## src/rtl/spi_fifo_shifter.sv

```systemverilog
// Byte-wide SPI master with TX/RX FIFOs, selectable CPOL and bit order.
// RX byte counter limits receive-only bursts.
module spi_fifo_shifter #(
    parameter int DIV_W      = 8,
    parameter int LEN_W      = 13,
    parameter int FIFO_DEPTH = 4
) (
    input  logic                          clk,
    input  logic                          reset_n,
    input  logic [DIV_W-1:0]              clk_div,
    input  logic [1:0]                    mode,
    input  logic                          cpol,
    input  logic                          lsb_first,
    input  logic [LEN_W-1:0]              new_rx_length,
    input  logic                          set_rx_length,
    input  logic                          wr_req,
    input  logic [7:0]                    data_in,
    input  logic                          rd_req,
    output logic [7:0]                    data_out,
    output logic                          tx_full,
    output logic                          rx_empty,
    output logic [$clog2(FIFO_DEPTH):0]   tx_level,
    output logic [$clog2(FIFO_DEPTH):0]   rx_level,
    output logic                          busy,
    input  logic                          MISO,
    output logic                          MOSI,
    output logic                          SCLK
);

    localparam int AW = $clog2(FIFO_DEPTH);
    localparam logic [AW:0] DEPTH = (AW+1)'(FIFO_DEPTH);
    localparam logic [1:0] M_STOP = 2'd0;
    localparam logic [1:0] M_RX   = 2'd1;
    localparam logic [1:0] M_TX   = 2'd2;
    localparam logic [1:0] M_BOTH = 2'd3;

    typedef enum logic [1:0] {IDLE, SHIFTING, UNLOAD} state_t;

    state_t            state_q, state_d;
    logic [7:0]        txm_q [FIFO_DEPTH];
    logic [7:0]        rxm_q [FIFO_DEPTH];
    logic [AW:0]       tx_wp_q, tx_rp_q, rx_wp_q, rx_rp_q;
    logic [7:0]        sr_q;
    logic              sclk_q, cpol_q, lsb_q;
    logic [1:0]        mode_q;
    logic [DIV_W-1:0]  clk_cnt_q;
    logic [2:0]        bit_cnt_q;
    logic [LEN_W-1:0]  rx_len_q;

    logic tx_push, tx_pop, rx_push, rx_pop, tx_empty, rx_room;
    logic start_rx, start_tx, start_both, start;
    logic edge_hit, trail, last_bit;

    assign tx_level = tx_wp_q - tx_rp_q;
    assign rx_level = rx_wp_q - rx_rp_q;
    assign tx_full  = (tx_level == DEPTH);
    assign tx_empty = (tx_level == '0);
    assign rx_empty = (rx_level == '0);
    assign rx_room  = (rx_level < DEPTH);
    assign tx_push  = wr_req && !tx_full;
    assign rx_pop   = rd_req && !rx_empty;
    assign data_out = rxm_q[rx_rp_q[AW-1:0]];

    assign start_rx   = (mode == M_RX) && (rx_len_q != '0) && rx_room;
    assign start_tx   = (mode == M_TX) && !tx_empty;
    assign start_both = (mode == M_BOTH) && !tx_empty && rx_room;
    assign start      = start_rx || start_tx || start_both;

    // a trailing edge is SCLK leaving the active (!cpol) level
    assign edge_hit = (clk_cnt_q == clk_div);
    assign trail    = edge_hit && (sclk_q != cpol_q);
    assign last_bit = trail && (bit_cnt_q == 3'd7);

    assign MOSI = lsb_q ? sr_q[0] : sr_q[7];
    assign SCLK = sclk_q;

    // FIFO storage, written on accepted pushes
    always_ff @(posedge clk) begin
        if (tx_push) txm_q[tx_wp_q[AW-1:0]] <= data_in;
        if (rx_push) rxm_q[rx_wp_q[AW-1:0]] <= sr_q;
    end

    // FIFO pointers; full/empty come from pointer difference
    always_ff @(posedge clk) begin
        if (!reset_n) begin
            tx_wp_q <= '0;
            tx_rp_q <= '0;
            rx_wp_q <= '0;
            rx_rp_q <= '0;
        end else begin
            if (tx_push) tx_wp_q <= tx_wp_q + 1'b1;
            if (tx_pop)  tx_rp_q <= tx_rp_q + 1'b1;
            if (rx_push) rx_wp_q <= rx_wp_q + 1'b1;
            if (rx_pop)  rx_rp_q <= rx_rp_q + 1'b1;
        end
    end

    // state register
    always_ff @(posedge clk) begin
        if (!reset_n) state_q <= IDLE;
        else          state_q <= state_d;
    end

    // next-state logic
    always_comb begin
        state_d = state_q;
        unique case (state_q)
            IDLE:     if (start) state_d = SHIFTING;
            SHIFTING: if (last_bit)
                          state_d = (mode_q == M_RX || mode_q == M_BOTH)
                                  ? UNLOAD : IDLE;
            UNLOAD:   state_d = IDLE;
            default:  state_d = IDLE;
        endcase
    end

    // FSM outputs
    always_comb begin
        busy    = (state_q != IDLE);
        rx_push = (state_q == UNLOAD);
        tx_pop  = (state_q == IDLE) && (start_tx || start_both);
    end

    // shifter datapath: SCLK divider, bit counter, shift register, RX count
    always_ff @(posedge clk) begin
        if (!reset_n) begin
            sclk_q    <= 1'b0;
            sr_q      <= 8'hFF;
            clk_cnt_q <= '0;
            bit_cnt_q <= '0;
            rx_len_q  <= '0;
            mode_q    <= M_STOP;
            cpol_q    <= 1'b0;
            lsb_q     <= 1'b0;
        end else begin
            unique case (state_q)
                IDLE: begin
                    sclk_q    <= cpol;
                    clk_cnt_q <= '0;
                    bit_cnt_q <= '0;
                    if (set_rx_length) rx_len_q <= new_rx_length;
                    if (start) begin
                        mode_q <= mode;
                        cpol_q <= cpol;
                        lsb_q  <= lsb_first;
                        sr_q   <= (mode == M_RX) ? 8'hFF
                                : txm_q[tx_rp_q[AW-1:0]];
                    end
                end
                SHIFTING: begin
                    if (edge_hit) begin
                        sclk_q    <= ~sclk_q;
                        clk_cnt_q <= '0;
                        if (trail) begin
                            sr_q      <= lsb_q ? {MISO, sr_q[7:1]}
                                               : {sr_q[6:0], MISO};
                            bit_cnt_q <= bit_cnt_q + 3'd1;
                        end
                    end else begin
                        clk_cnt_q <= clk_cnt_q + 1'b1;
                    end
                end
                UNLOAD: begin
                    if (mode_q == M_RX && rx_len_q != '0)
                        rx_len_q <= rx_len_q - 1'b1;
                end
                default: ;
            endcase
        end
    end

endmodule

```

## config.mk

```make
export PLATFORM = sky130hd
export DESIGN_NAME = spi_fifo_shifter
export DESIGN_NICKNAME = d
export VERILOG_FILES = /design/src/rtl/spi_fifo_shifter.sv
export SDC_FILE = /design/constraint.sdc
export NUM_CORES = 1
export LEC_CHECK = 0
export ABC_AREA = 1
export CAP_MARGIN = 0
export CORE_MARGIN = 3
export CORE_UTILIZATION = 61
export DETAILED_ROUTE_END_ITERATION = 7
export GPL_TIMING_DRIVEN = 0
export PLACE_DENSITY = 0.95
export SLEW_MARGIN = 0
export SYNTH_ARGS = -nofsm -noshare
export SYNTH_HDL_FRONTEND = slang
export SYNTH_SLANG_ARGS = --single-unit
export TNS_END_PERCENT = 1
```

## constraint.sdc

```tcl
create_clock -name clk -period 6.45 [get_ports clk]
set_input_delay 1.29 -clock clk [delete_from_list [all_inputs] [get_ports clk]]
set_output_delay 1.29 -clock clk [all_outputs]
set_load 0.1 [all_outputs]
```

# After elaboration in Yosys (flattened, before gate mapping)
# Memories as Yosys holds them, arrays and structs flattened. A register that Yosys moved wholly into a read port is not among the register bits.
# Cells that the tools add are included.
[classes]
n_lt_le_gt_ge = 1
n_eq_ne = 17
mux = 29
n_reduce_logical = 31
bitwise = 1
n_addsub = 9
[ops]
columns = ["operator", "count"]
rows = [
  ["2-to-1 mux 8 bit", 6],
  ["case mux 8 bit (2 select lines)", 2],
  ["2-to-1 mux 13 bit", 2],
  ["case mux 13 bit (2 select lines)", 1],
  ["adder 3 x 1 -> 3 bit, second input constant", 5],
  ["2-to-1 mux 2 bit", 7],
  ["nonzero test 13 bit", 1],
  ["subtractor 13 x 1 -> 13 bit, second input constant", 1],
  ["logical AND 1 bit", 11],
  ["inequality test 2 bit, second input constant", 5],
  ["adder 8 x 1 -> 8 bit, second input constant", 1],
  ["== test 2 bit, second input constant", 4],
  ["== test 8 bit", 1],
  ["== test 2 x 1 -> 1 bit, second input constant", 3],
  ["== test 3 bit, second input constant", 2],
  ["zero test 3 bit", 2],
  ["2-to-1 mux 1 bit", 6],
  ["2-to-1 mux 3 bit", 2],
  ["case mux 3 bit (2 select lines)", 1],
  ["AND reduction 2 bit", 3],
  ["AND reduction 3 bit", 2],
  ["nonzero test 2 bit", 3],
  ["subtractor 3 bit", 2],
  ["logical OR 1 bit", 4],
  ["other kinds (9)", 11],
]
[word_totals]
ff_bits = 51
in_bits = 39
n_memories = 2
mem_bits_rw = 64
[memory_table]
columns = ["name", "depth", "word_bits", "rd", "rd_clocked_by_memory_dff", "wr", "line_no", "rtl"]
rows = [
  ["rxm_q", 4, 8, 1, 1, 1, "41", "logic [7:0] rxm_q [FIFO_DEPTH];"],
  ["txm_q", 4, 8, 1, 1, 1, "40", "logic [7:0] txm_q [FIFO_DEPTH];"],
]

# Depth between registers and ports, before layout
# Gate-level depths: netlist (run 1).
[logic_depth]
ltp_word = 9
depth_mapped = 14
depth_no_buf = 13

# Worst setup path before layout (run 1)
# Ideal clock, no wire load.
[synth_path]
path_type = "flip-flop to output port"
start = "register tx_wp_q[0]"
end = "output tx_full"
path_slack_ns = 2.559
t_arrival_ns = 2.601
path_buffers = 0
required_time_ns = 5.160
path_stages_with_launch = 9
cell_sequence = "dfxtp_1 inv_1 ha_1 fa_1 inv_1 nand2_1 nand2_1 nand2_1 inv_1"
[synth_via]
elab_chain_len = 2
[synth_rtl]
columns = ["element", "line_no", "rtl"]
rows = [
  ["start: declaration", "42", "logic [AW:0] tx_wp_q, tx_rp_q, rx_wp_q, rx_rp_q;"],
  ["start signal: assignment", "91", "if (tx_push) tx_wp_q <= tx_wp_q + 1'b1;"],
  ["subtractor 3 bit", "54", "assign tx_level = tx_wp_q - tx_rp_q;"],
  ["net tx_level[2]", "22", "output logic [$clog2(FIFO_DEPTH):0] tx_level,"],
  ["== test 3 bit", "56", "assign tx_full = (tx_level == DEPTH);"],
  ["end: declaration", "20", "output logic tx_full,"],
]
# The timed path passes the listed nets, and every way through them passes these cells.

# Worst setup path after layout (run 1)
[layout_path]
start = "register rx_wp_q[0]"
end = "output rx_empty"
[layout_via]
elab_chain_len = 2
[layout_rtl]
columns = ["element", "line_no", "rtl"]
rows = [
  ["start: declaration", "42", ""],
  ["start signal: assignment", "93", "if (rx_push) rx_wp_q <= rx_wp_q + 1'b1;"],
  ["subtractor 3 bit", "55", "assign rx_level = rx_wp_q - rx_rp_q;"],
  ["zero test 3 bit", "58", "assign rx_empty = (rx_level == '0);"],
  ["end: declaration", "21", "output logic rx_empty,"],
]
# Every way passes these cells.

==> impl_metrics.toml, run 1 <==
[worst_setup_path]
path_cells = "inv_1 -> ha_1 -> fa_1 -> inv_1 -> nand2_1 -> nand2_1 -> nand2_1 -> nand2_1 -> nand3_1 -> inv_1 -> clkdlybuf4s50_1"
critical_path_required_ns = 5.16
cp-end-kind = "output port"
path_max_fanout = 5
crit_slowest_cell = "clkdlybuf4s50_1"
cp.arrival_ns = 3.45
start_kind = "register"
critPathBufInv = 4
cpMostUsedCell = "nand2_1"
critical_path_class = "register to output port"
max_stage_delay_ns = 1.12
cp_top_family = "buffers and inverters"

[logic_synthesis]
synth_fp_nets = 728
yosysMostFrequentCell = "nand2_1"
synth_top_area_cell = "edfxtp_1"
netlist.area_leader.share = 0.3364
synth-seq-cells = 119
syn-mean-instance-area_um2 = 8.527
synth_area_leaders = "edfxtp_1 (34%), dfxtp_1 (19%), nand2_1 (7.4%)"
ys_top_cells_by_count = "nand2_1 (112), nor2_1 (106), inv_1 (80), edfxtp_1 (64), nand3_1 (62)"
syn_inst = 670
yosys_warnings = 0
synth_edf_count = 64
ys_seq_area_frac = 0.5291
ys_types = 37
ys.flop_type = "edfxtp_1"
syn_area_um2 = 5713
ys_async_sr_fraction = 0

[timing]
clock_skew_ns = 0.01423
fin_crit_sh = 0.7350
maxSlewHeadroom = 0.3376
fin_crit_ns = 4.740
max_freq_ghz = 0.2110
setup_viol = 0
rsz0062_at_grt = "no"
hold_viol_final = 0
setup_tns_ns = 0
tightest_slew_ns = 0.9905
slew_violations = 0

[min_path]
hp-class = "register to register"

[routing]
drcViolationCount = 0
routed-via-count = 5147
dr.pass1.iters = 6
top_layer = "met4"
avgViaCountPerCell = 5.937
ant_nets = 0
dr_wl_met3_um = 1210
wl_um = 14670
drt_iter0_drc = 483
wl_met2_um = 7406
wire_per_inst_um = 16.92
met1Wirelength_um = 5353

[clock_network]
clock-sinks = 119
clk_path_buf_depth = 2
path_clk_slew_ns = 0.06
post_cts_buffers = 0
cts_tree = "done"
cts-root-buf = "clkbuf_8"
holdBufCountCts = 0
cts_resized = 0
cts_buffers = 17
worstSkewPairLatency_ns = 0.52
h-tree-depth = 4

[floorplanning]
row_count = 34
io_pins = 58
dieArea_um2 = 10560
die_w_um = 102.8
core_area_um2 = 8891
die_h_um = 102.8
start_util = 0.6426

[placement]
place_congestion = 0.9194
dp_cells = 835
port_buffers = 57
dp_hpwl_um = 9290

[global_routing]
grt_pass1_wl_um = 23150
track_usage = 0.2855
grt_overflow = 0
antenna_found_initial = 0
grt_pass1_vias = 5110
grt_max_degree = 17

[cells_and_area]
syn2layout_area_growth_pct = 23.30
drive_gt1_frac = 0.09091
instances_no_fill = 867
nets = 804
multi_input_area_um2 = 2260
seqCellArea_um2 = 3023
final.fill_count = 515
antennaDiodeCount = 0

[power]
power.density_nw_per_um2 = 482.5
ir_drop_uv = 494.0
p_leak_nw = 2.958

[flow_run]
max_cap_violations = 0

[status]
status = "completed"
## worst min-delay path, cell delays in order (launching register included)
cell	delay, ns
dfxtp_1	0.33
nand2_2	0.07
a21oi_2	0.04
## per-layer routing
metal,global-route usage,up-vias
li1,-,2360
met1,0.3046,2371
met3,0.07645,93
met5,0,-
met4,0.1633,0
met2,0.5079,323
## through the flow
step,area (um^2),setup WS [ns],total power (W),utilization,hold slack (ns)
2_1_floorplan,5713,2.559,0.002035,-,0.4311
3_3_place_gp,6419,2.419,0.002311,0.7219,0.4456
3_5_place_dp,6419,2.278,0.002368,0.7219,0.4582
4_1_cts,7044,1.714,0.003379,0.7923,0.4802
5_1_grt,7044,1.530,0.003527,0.7923,0.4865
6_report,7044,1.710,0.003399,0.7923,0.4883
## cell usage in the layout (no fill, tap or decap), types with 8 or more instances in the layout
cell type	instances
nand2_1	112
nor2_1	106
inv_1	80
edfxtp_1	64
nand3_1	62
o21ai_0	59
clkdlybuf4s50_1	57
dfxtp_1	55
a21oi_1	25
ha_1	17
clkbuf_16	16
xor2_1	11
o21ai_1	10
clkbuf_1	9
o22ai_1	8
## flip-flops by register name (all words and copies together) (netlist names), 2 cells and up, named ones only
register / cells
rxm_q: 32
txm_q: 32
rx_len_q: 13
clk_cnt_q: 8
sr_q: 8
bit_cnt_q: 3
rx_rp_q: 3
rx_wp_q: 3
tx_rp_q: 3
tx_wp_q: 3
mode_q: 2
state_q: 2
## path summary, 6_finish.rpt
| check | from | to | slack (ns) | cells past startpoint |
|---|---|---|---|---|
| min | mode_q[0]$_SDFFE_PN0P_ | mode_q[0]$_SDFFE_PN0P_ | 0.49 | 2 |
| max reg2reg | tx_wp_q[0]$_SDFFE_PN0N_ | tx_wp_q[2]$_SDFFE_PN0N_ | 3.90 | 10 |
| min reg2reg | mode_q[0]$_SDFFE_PN0P_ | mode_q[0]$_SDFFE_PN0P_ | 0.49 | 2 |
| max | rx_wp_q[0]$_SDFFE_PN0P_ | rx_empty | 1.71 | 11 |
## kinds of logic (layout without fill, tap and decap cells)
group / after synthesis / count (layout) / synth area share
flops: 119 / 119 / 0.5291
buf+inv: 106 / 195 / 0.07534
xor+xnor: 11 / 11 / 0.01686
compound gates: 108 / 108 / 0.1007
simple gates: 304 / 304 / 0.2280
fa+ha+maj: 19 / 19 / 0.04424
mux: 3 / 3 / 0.005694
## cell type report
type                    count  area share
plain buffers              19     0.01474
clock buffers              18     0.06075
clock inverters            14     0.02806
inverters                  87     0.04636
multi-input cells         445      0.3208
flip-flops and latches    119      0.4291
well taps                 108     0.01918
repair buffers             57     0.08099
## where the power goes
| group | total (W) | switching [W] | internal [W] |
|---|---|---|---|
| logic | 0.00140 | 0.00102 | 0.000376 |
| clock network | 0.000992 | 0.000351 | 0.000640 |
| registers | 0.00101 | 0.0000955 | 0.000912 |
(Power assumes the default switching activity.)
==> inputs of run 2 (changes only) <==
--- a/config.mk
+++ b/config.mk
@@ -8,10 +8,10 @@
 export ABC_AREA = 1
 export CAP_MARGIN = 0
 export CORE_MARGIN = 3
-export CORE_UTILIZATION = 61
+export CORE_UTILIZATION = 57
 export DETAILED_ROUTE_END_ITERATION = 7
 export GPL_TIMING_DRIVEN = 0
-export PLACE_DENSITY = 0.95
+export PLACE_DENSITY = 0.92
 export SLEW_MARGIN = 0
 export SYNTH_ARGS = -nofsm -noshare
 export SYNTH_HDL_FRONTEND = slang
==> constraint.sdc (replaced) <==
create_clock -name clk -period 4.6 [get_ports clk]
set_input_delay 0.92 -clock clk [delete_from_list [all_inputs] [get_ports clk]]
set_output_delay 0.92 -clock clk [all_outputs]
set_load 0.1 [all_outputs]
==> run 2 against run 1 <==
  * First-iteration DRC count is 34% lower
  * Worst hold slack worse by 0.013 ns
  * Total power is 38% higher
  * Clock power is 35% higher
  * Via count is 4.4% lower
  * Setup slack worse by 1.5 ns
  * Register-to-register slack worse by 1.8 ns
  * Global-route usage is 3.3 points lower
  * Highest routed layer unchanged
  * Critical endpoint unchanged
  * Flip-flop and latch count stayed put
  * Largest cell class unchanged
  * Utilization is 5.0 points lower
==> impl_metrics.toml, run 2 (synthesized netlist as in run 1, its figures left out) <==
[clock_network]
path_clk_slew_ns = 0.06
post_cts_buffers = 0
clk_path_buf_depth = 2
worstSkewPairLatency_ns = 0.52
clock-sinks = 119
holdBufCountCts = 0
cts_buffers = 17
cts_tree = "done"
cts-root-buf = "clkbuf_8"
h-tree-depth = 4
cts_resized = 0

[cells_and_area]
antennaDiodeCount = 0
nets = 804
layout_common_cells = "nand2_1 (112), nor2_1 (106), inv_1 (80)"
final_common_cell = "nand2_1"
multi_input_area_um2 = 2260
syn2layout_area_growth_pct = 23.39
final.fill_count = 637
drive_gt1_frac = 0.08959
seqCellArea_um2 = 3023
post-route-cell-area_um2 = 7049

[timing]
hold_viol_final = 0
fin_crit_sh = 0.9442
setup_viol = 0
clock_skew_ns = 0.007122
maxSlewHeadroom = 0.3414
rsz0062_at_grt = "no"
max_freq_ghz = 0.2302
fin_crit_ns = 4.343
setup_tns_ns = 0
slew_violations = 0
tightest_slew_ns = 0.9848

[worst_setup_path]
worst_r2r_endpoint = "txm_q[0][7]$_DFFE_PP_"
start_kind = "register"
critPathBufInv = 4
path_max_fanout = 5
cpMostUsedCell = "nand2_1"
reg2reg_from = "tx_wp_q[0]$_SDFFE_PN0N_"
crit_slowest_cell = "clkdlybuf4s50_1"
critical_path_required_ns = 3.68
max_stage_delay_ns = 1.12
path_depth = 11
cp_top_family = "buffers and inverters"
cp-end-kind = "output port"
startpoint = "rx_wp_q[0]$_SDFFE_PN0P_"
r2r_cells = 8
reg2reg_slack_ns = 2.06
cp.arrival_ns = 3.42
path_cells = "inv_1 -> ha_1 -> fa_1 -> inv_1 -> nand2_1 -> nand2_1 -> nand2_1 -> nand2_1 -> nand3_1 -> inv_1 -> clkdlybuf4s50_1"
setup.worst_path.end = "rx_empty"
critical_path_class = "register to output port"

[floorplanning]
row_count = 35
dieArea_um2 = 11260
die_w_um = 106.1
start_util = 0.6012
core_area_um2 = 9503
io_pins = 58
die_h_um = 106.1

[routing]
drcViolationCount = 0
wl_um = 13580
ant_nets = 0
dr.pass1.iters = 5
wire_per_inst_um = 15.29
drt_iter0_drc = 319
routed-via-count = 4918
avgViaCountPerCell = 5.538

[power]
p_seq_frac = 0.299
intPower_w = 0.002643
clkPwrFrac = 0.286
p_total_w = 0.004694
power.density_nw_per_um2 = 665.9
p_leak_nw = 2.946
switchingPower_w = 0.002051
swShare = 0.4369
combPwrFrac = 0.414
ir_drop_uv = 638.1

[global_routing]
grt_max_degree = 17
track_usage = 0.2526
grt_overflow = 0
antenna_found_initial = 0
grt_pass1_vias = 5035
grt_pass1_wl_um = 22680

[status]
status = "completed"

[placement]
port_buffers = 57
placed_area_um2 = 6445
place_congestion = 0.8667
dp_hpwl_um = 9076

[min_path]
min_from = "bit_cnt_q[0]$_SDFFE_PN0P_"
hp-class = "register to register"

[flow_run]
max_cap_violations = 0
-- run 2: cell types whose count changed in the layout (fill, tap and decap cells not counted), sizes merged --
cell	previous run	this run
clkbuf	27	26
clkinv	6	4
bufinv	4	3
inv	89	93
-- run 2: cell type report --
class,count,area share
tap,129,0.02290
clock inverter,15,0.02698
multi-input combinational,445,0.3206
timing repair buffer,57,0.08094
sequential,119,0.4288
inverter,87,0.04633
buffer,19,0.01473
clock buffer,17,0.05875
-- run 2: power by group through the flow --
| stage | logic [W] | registers [W] | clock network (W) |
|---|---|---|---|
| 6_report | 0.00195 | 0.00140 | 0.00134 |
| 5_1_grt | 0.00210 | 0.00142 | 0.00139 |
| 4_1_cts | 0.00193 | 0.00140 | 0.00135 |
| 3_5_place_dp | 0.00190 | 0.00142 | 0 |
| 3_3_place_gp | 0.00184 | 0.00141 | 0 |
| 2_1_floorplan | 0.00145 | 0.00141 | 0 |
-- run 2: worst min-delay path by stage --
stage | end | slack (ns) | cells after the start
after floorplan | bit_cnt_q[0]$_SDFFE_PN0P_ | 0.43 | 1
after global placement | bit_cnt_q[0]$_SDFFE_PN0P_ | 0.45 | 1
after detailed placement | mode_q[1]$_SDFFE_PN0P_ | 0.46 | 2
after CTS | mode_q[1]$_SDFFE_PN0P_ | 0.47 | 2
after global routing | mode_q[0]$_SDFFE_PN0P_ | 0.49 | 2
final | bit_cnt_q[0]$_SDFFE_PN0P_ | 0.48 | 1
-- run 2: per-stage QoR --
stage               hold WS, ns  setup WS (ns)    util  instances
floorplan                0.4311          1.079       -        670
global placement         0.4484         0.9358  0.6782        856
detailed placement       0.4601         0.8670  0.6782        856
CTS                      0.4686         0.2595  0.7418        888
global route             0.4913         0.1272  0.7418        888
finish                   0.4752         0.2565  0.7418        888
-- run 2: routing by layer --
layer,part of all wire,global-route usage
met5,0,0
met4,0.030,0.1286
met3,0.070,0.05647
met2,0.51,0.4425
met1,0.39,0.2888
